## src/rtl/cussen_pkg.sv

```systemverilog
// Shared constants and FSM state type for the cussen multiply scheduler.
package cussen_pkg;
  localparam int W_DEF = 8;
  localparam int N     = 9;
  localparam int IDXW  = 4;

  typedef enum logic [1:0] {
    ST_IDLE  = 2'd0,
    ST_SCAN  = 2'd1,
    ST_ISSUE = 2'd2,
    ST_FILL  = 2'd3
  } state_t;
endpackage

```

## src/rtl/cussen_dedup_table.sv

```systemverilog
// Unique-value table: one element per scan cycle, lowest-index match, per-element pointer.
import cussen_pkg::*;

module cussen_dedup_table #(
  parameter int W = W_DEF
) (
  input  logic                      clk,
  input  logic                      rst,
  input  logic                      clear,
  input  logic                      scan_en,
  input  logic [IDXW-1:0]           scan_idx,
  input  logic [W-1:0]              scan_val,
  input  logic [IDXW-1:0]           rd_idx,
  output logic [W-1:0]              rd_val,
  output logic [IDXW-1:0]           uniq_count,
  output logic [N-1:0][IDXW-1:0]    ptr
);
  logic [W-1:0]           uniq_reg [N];
  logic [IDXW-1:0]        count_reg;
  logic [N-1:0][IDXW-1:0] ptr_reg;
  logic [N-1:0]           hit;
  logic                   match;
  logic [IDXW-1:0]        match_idx;

  // Only entries below the current count are live; stale entries must never match.
  generate
    for (genvar gi = 0; gi < N; gi++) begin : g_cmp
      assign hit[gi] = (IDXW'(gi) < count_reg) && (uniq_reg[gi] == scan_val);
    end
  endgenerate

  always_comb begin
    match     = |hit;
    match_idx = '0;
    for (int k = N - 1; k >= 0; k--) begin
      if (hit[k]) match_idx = IDXW'(k);
    end
  end

  always_ff @(posedge clk) begin
    if (rst) begin
      count_reg <= '0;
      ptr_reg   <= '0;
    end else if (clear) begin
      count_reg <= '0;
    end else if (scan_en) begin
      if (match) begin
        ptr_reg[scan_idx] <= match_idx;
      end else begin
        ptr_reg[scan_idx] <= count_reg;
        count_reg         <= count_reg + IDXW'(1);
      end
    end
  end

  always_ff @(posedge clk) begin
    if (!rst && !clear && scan_en && !match) begin
      uniq_reg[count_reg] <= scan_val;
    end
  end

  assign rd_val     = uniq_reg[rd_idx];
  assign uniq_count = count_reg;
  assign ptr        = ptr_reg;
endmodule

```

## src/rtl/cussen_mul_sched.sv

```systemverilog
// Deduplicates a 9-element vector, multiplies each unique value once on a shared
// multiplier, then fans results back out. CUSSEN_SCHED_STATS_EN adds saved_count.
import cussen_pkg::*;

module cussen_mul_sched #(
  parameter int W = W_DEF
) (
  input  logic         clk,
  input  logic         rst,
  input  logic         start,
  input  logic [W-1:0] in1,
  input  logic [W-1:0] in2,
  input  logic [W-1:0] in3,
  input  logic [W-1:0] in4,
  input  logic [W-1:0] in5,
  input  logic [W-1:0] in6,
  input  logic [W-1:0] in7,
  input  logic [W-1:0] in8,
  input  logic [W-1:0] in9,
  input  logic [W-1:0] scalar,
  output logic         busy,
  output logic         done,
  output logic [W-1:0] out1,
  output logic [W-1:0] out2,
  output logic [W-1:0] out3,
  output logic [W-1:0] out4,
  output logic [W-1:0] out5,
  output logic [W-1:0] out6,
  output logic [W-1:0] out7,
  output logic [W-1:0] out8,
  output logic [W-1:0] out9,
  output logic [3:0]   unique_count,
`ifdef CUSSEN_SCHED_STATS_EN
  output logic [7:0]   saved_count,
`endif
  output logic         mul_req,
  output logic [W-1:0] mul_a,
  output logic [W-1:0] mul_b,
  input  logic         mul_ack,
  input  logic [W-1:0] mul_p
);
  state_t                 state_reg, state_next;
  logic [W-1:0]           in_arr   [N];
  logic [W-1:0]           elem_reg [N];
  logic [W-1:0]           res_reg  [N];
  logic [W-1:0]           out_reg  [N];
  logic [W-1:0]           scalar_reg;
  logic [IDXW-1:0]        cnt_reg;
  logic [IDXW-1:0]        k_reg;
  logic [3:0]             ucount_reg;
  logic                   done_reg;

  logic                   accept;
  logic                   scan_en;
  logic                   hs;
  logic                   last_hs;
  logic                   fill;
  logic [W-1:0]           rd_val;
  logic [IDXW-1:0]        uniq_count;
  logic [N-1:0][IDXW-1:0] ptr;

  assign in_arr[0] = in1;
  assign in_arr[1] = in2;
  assign in_arr[2] = in3;
  assign in_arr[3] = in4;
  assign in_arr[4] = in5;
  assign in_arr[5] = in6;
  assign in_arr[6] = in7;
  assign in_arr[7] = in8;
  assign in_arr[8] = in9;

  cussen_dedup_table #(.W(W)) u_table (
    .clk        (clk),
    .rst        (rst),
    .clear      (accept),
    .scan_en    (scan_en),
    .scan_idx   (cnt_reg),
    .scan_val   (elem_reg[cnt_reg]),
    .rd_idx     (k_reg),
    .rd_val     (rd_val),
    .uniq_count (uniq_count),
    .ptr        (ptr)
  );

  always_ff @(posedge clk) begin
    if (rst) state_reg <= ST_IDLE;
    else     state_reg <= state_next;
  end

  always_comb begin
    state_next = state_reg;
    case (state_reg)
      ST_IDLE:  if (start) state_next = ST_SCAN;
      ST_SCAN:  if (cnt_reg == IDXW'(N - 1)) state_next = ST_ISSUE;
      ST_ISSUE: if (last_hs) state_next = ST_FILL;
      ST_FILL:  state_next = ST_IDLE;
      default:  state_next = ST_IDLE;
    endcase
  end

  // Operands are gated to zero outside ISSUE so idle/reset outputs are clean.
  always_comb begin
    busy    = (state_reg != ST_IDLE);
    accept  = (state_reg == ST_IDLE) && start;
    scan_en = (state_reg == ST_SCAN);
    fill    = (state_reg == ST_FILL);
    mul_req = (state_reg == ST_ISSUE);
    mul_a   = mul_req ? rd_val : '0;
    mul_b   = mul_req ? scalar_reg : '0;
    hs      = mul_req && mul_ack;
    last_hs = hs && (k_reg == uniq_count - IDXW'(1));
  end

  always_ff @(posedge clk) begin
    if (rst) begin
      cnt_reg    <= '0;
      k_reg      <= '0;
      scalar_reg <= '0;
      ucount_reg <= '0;
      done_reg   <= 1'b0;
    end else begin
      done_reg <= 1'b0;
      if (accept) begin
        scalar_reg <= scalar;
        cnt_reg    <= '0;
        k_reg      <= '0;
      end
      if (scan_en) cnt_reg <= cnt_reg + IDXW'(1);
      if (hs)      k_reg   <= k_reg + IDXW'(1);
      if (fill) begin
        ucount_reg <= uniq_count;
        done_reg   <= 1'b1;
      end
    end
  end

  generate
    for (genvar gi = 0; gi < N; gi++) begin : g_lane
      always_ff @(posedge clk) begin
        if (accept) elem_reg[gi] <= in_arr[gi];
      end

      always_ff @(posedge clk) begin
        if (hs && (k_reg == IDXW'(gi))) res_reg[gi] <= mul_p;
      end

      always_ff @(posedge clk) begin
        if (rst)       out_reg[gi] <= '0;
        else if (fill) out_reg[gi] <= res_reg[ptr[gi]];
      end
    end
  endgenerate

`ifdef CUSSEN_SCHED_STATS_EN
  logic [7:0] saved_reg;
  logic [7:0] saved_inc;
  logic [8:0] saved_sum;

  assign saved_inc = 8'(N) - {4'b0000, uniq_count};
  assign saved_sum = {1'b0, saved_reg} + {1'b0, saved_inc};

  always_ff @(posedge clk) begin
    if (rst)       saved_reg <= '0;
    else if (fill) saved_reg <= saved_sum[8] ? 8'hFF : saved_sum[7:0];
  end

  assign saved_count = saved_reg;
`endif

  assign done         = done_reg;
  assign unique_count = ucount_reg;
  assign out1 = out_reg[0];
  assign out2 = out_reg[1];
  assign out3 = out_reg[2];
  assign out4 = out_reg[3];
  assign out5 = out_reg[4];
  assign out6 = out_reg[5];
  assign out7 = out_reg[6];
  assign out8 = out_reg[7];
  assign out9 = out_reg[8];
endmodule

```

## config.mk

```make
export PLATFORM = sky130hd
export DESIGN_NAME = cussen_mul_sched
export DESIGN_NICKNAME = d
export VERILOG_FILES = /design/src/rtl/cussen_pkg.sv /design/src/rtl/cussen_dedup_table.sv /design/src/rtl/cussen_mul_sched.sv
export SDC_FILE = /design/constraint.sdc
export NUM_CORES = 1
export LEC_CHECK = 0
export ABC_AREA = 1
export BUFFER_PORTS_ARGS = -buffer_cell sky130_fd_sc_hd__buf_2
export CAP_MARGIN = 20
export CORE_UTILIZATION = 51
export CTS_BUF_LIST = sky130_fd_sc_hd__clkbuf_4
export DETAILED_ROUTE_END_ITERATION = 16
export GPL_TIMING_DRIVEN = 0
export PLACE_DENSITY = 0.76
export SLEW_MARGIN = 0
export SYNTH_ARGS = -nofsm -noshare
export SYNTH_HDL_FRONTEND = slang
export SYNTH_HIERARCHICAL = 1
export SYNTH_SLANG_ARGS = --single-unit
```

## constraint.sdc

```tcl
create_clock -name clk -period 10.7 [get_ports clk]
set_input_delay 0.535 -clock clk [delete_from_list [all_inputs] [get_ports clk]]
set_output_delay 0.535 -clock clk [all_outputs]
set_load 0.01 [all_outputs]
```

==> results.md <==
* Congestion Overflow GR at 0
* Final hold slack at 0.1530 ns
* Die W at 213 um
* Worst path required time at 11.19 ns
* Die H at 213 um
* CP arrival at 5.58 ns
* Post_cts resized at 0
* Ys flop type: edfxtp_1
* Sequential Power Share at 43.0%
* Crit Path Category: flop to flop
* Post-synth cell types at 43
* Switching Power at 1712 uW
* Max Fclk at 196.5 MHz
* Period utilization at 47.55%
* Core area at 43460 sq um
* Mapped cell area at 22710 sq um
* Largest family of logic cells by synthesized area: simple AND/OR/NAND/NOR gates
* First-pass GRT wire length at 143400 um
* Pre-CTS setup slack at 5.888 ns
* Worst VDD drop at 0.0001391 V
* Filler Cell Count at 3682
* Row count at 76
* Clock share of power at 29.7%
* Clock sink total at 411
* Final critical-path required period at 5.088 ns
* Hpwl dp at 64840 um
* Most frequent cells in the layout: 443 x nand2_1, 358 x nor2_1, 348 x o21ai_0, 344 x edfxtp_1, 253 x buf_2
* Synth Area in XOR/XNOR at 1.234%
* Internal power at 3111 uW
* Synthesized netlist net count at 2845
* Post-synth EDFFs at 344
* Synthesis Warnings at 6
* Mean Syn Cell Area at 8.299 sq um
* Setup crit end kind: flop
* Sum Neg Setup Slack at 0 ns
* Sequential share of the synthesized area at 51.40%
* Status: complete, no violations
* Clock Skew at 0.08874 ns
* Port Buffers at 186
* Initial Util at 52.25%
* Register area at 11670 sq um
* RSZ-0062 raised after global routing: no
* Pins Over Slew Limit at 0
* Largest net degree at the start of global routing at 84
* Synth Instances at 2736
* GPL Wtd Cong at 1.057
* DR pass1 iterations at 6
* CTS max path bufs at 3
* Clock Tree Root: clkbuf_4
* Clock latency on the worst-skew pair at 0.92 ns
* Leak at 0.01140 uW
* Final setup fails at 0
* Sw Share at 35.50%
* Reg clk slew, reported paths at 0.07 ns
* Drt wl/cell at 26.36 um
* Total global-route track usage at 44.26%
* Commonest non-fill, non-tap cell in the layout: nand2_1
* Initial antenna violation count at 5
* Worst setup margin at 5.612 ns
* Max_slew headroom at 12.24%
* NumNets Final at 3236
* Compound-cell area share of the yosys netlist at 17.41%
* Critical Path Fanout Max at 17
* CTS tree: built
* Synth Area in Simple Gates at 20.20%
* Synth Area in Adders at 0.9368%
* Vias in the first global route at 22230
* I/O pin count at 187
* CTS buffer count at 105
* Post-synthesis mux area share at 0%
* Die Area at 45370 sq um
* Pwr/cell area at 179.8 nW/um^2
* DR vias/cell at 6.263
* Worst min-delay path category: input port to flop
* Max Cap Viol at 0
* Max reg flops at 128
* Vias after detailed routing at 23810
* Remaining DRCs at 0
* Multi-input logic area at 9080 sq um
* H-tree levels at 3
* P&R area growth vs syn at 18.12%
* Final Hold Violating Endpoints at 0
* Worst Tran Pin Value at 1.316 ns
* Post-synthesis sequential element count at 411
* Startpoint types: flop
* DRT iter0 DRCs at 3940
* Routed Antenna Nets at 0
* Comb pwr share at 27.2%
* Routed WL at 100200 um
* Proportion of layout cells with a drive suffix above 1 at 16.14%
* Asr flop ratio synth at 0%
==> logic make-up (layout without fill, tap and decap cells) <==
kind of cell | Yosys count | after routing
AO/OA/AOI/OAI | 718 | 718
buffers and inverters | 458 | 932
adder cells (fa/ha/maj) | 17 | 17
flip-flops | 411 | 411
other | 0 | 6
AND/OR/NAND/NOR | 1100 | 1100
XOR/XNOR | 32 | 32
==> worst paths after layout <==
check / startpoint / endpoint / slack [ns] / cells past startpoint
max: flop / u_table/uniq_reg[8][7] / 5.61 / 17
min: start / k_reg[2] / 0.15 / 6
max reg2reg: flop / u_table/uniq_reg[8][7] / 5.61 / 17
min reg2reg: u_table/ptr[24] / u_table/ptr[24] / 0.48 / 2
==> final cells by class <==
type | instances | area share (%)
diodes | 6 | 0.05598
inverters | 258 | 3.629
repair buffers | 284 | 7.105
clock buffers | 148 | 4.143
flip-flops and latches | 411 | 43.52
clock inverters | 42 | 1.124
well taps | 585 | 2.729
multi-input cells | 1867 | 33.85
plain buffers | 200 | 3.844
==> stage by stage <==
step	total power [uW]	cell area (sq um)	cells	utilization, %
floorplan	2859	22710	2736	-
global placement	3289	24370	3507	56.08
detailed placement	3321	24490	3515	56.36
CTS	4753	26790	3794	61.66
global route	5014	26810	3798	61.70
finish	4823	26820	3801	61.72
==> Yosys cell counts, types with 20 or more instances <==
| library cell | number | area [sq um] |
|---|---|---|
| buf_4 | 35 | 262.8 |
| dfxtp_1 | 67 | 1341 |
| o21ai_1 | 36 | 180.2 |
| xnor2_1 | 22 | 192.7 |
| buf_2 | 65 | 325.3 |
| o22ai_1 | 92 | 575.6 |
| nor3_1 | 20 | 100.1 |
| o211ai_1 | 55 | 412.9 |
| a21oi_1 | 157 | 785.8 |
| inv_1 | 236 | 885.9 |
| nand2_1 | 444 | 1667 |
| clkbuf_1 | 86 | 322.8 |
| o21ai_0 | 348 | 1742 |
| nor2_1 | 358 | 1344 |
| edfxtp_1 | 344 | 10330 |
| nand3_1 | 242 | 1211 |
==> routing by layer <==
layer	GRT usage [%]	vias to the layer above	wire [um]
met5	0	-	0
met2	65.51	2020	43200
met1	55.11	11070	35660
met3	13.62	460	13460
li1	-	10260	-
met4	30.96	0	7865
==> power by group through the flow <==
| stage | combinational, uW | clock (uW) | sequential (uW) |
|---|---|---|---|
| floorplan | 778 | 0 | 2080 |
| global placement | 1190 | 0 | 2100 |
| detailed placement | 1220 | 0 | 2100 |
| CTS | 1260 | 1430 | 2060 |
| global route | 1410 | 1520 | 2080 |
| finish | 1310 | 1430 | 2080 |
==> critical path, stage by stage, from the launching register on <==
cell      delay [ns]
dfxtp_1         0.39
clkbuf_1        0.45
o21ai_0         0.19
o211ai_1        0.22
nand3_1         0.17
nand2_1         0.59
buf_4           0.32
inv_4           0.09
or2_0           0.21
nand3_1         0.15
nor2_1          0.07
nand3_1         0.12
nand2_1         0.09
nor2_2          0.21
nand3_4         0.19
nor2_8          0.19
nand2_2         0.16
nor3_1          0.89
==> what timing repair did <==
item	CTS	global route
hold endpoints to repair	154	0
hold buffers	89	0
buffers inserted	0	0
Power figures use the tool's default switching activity.
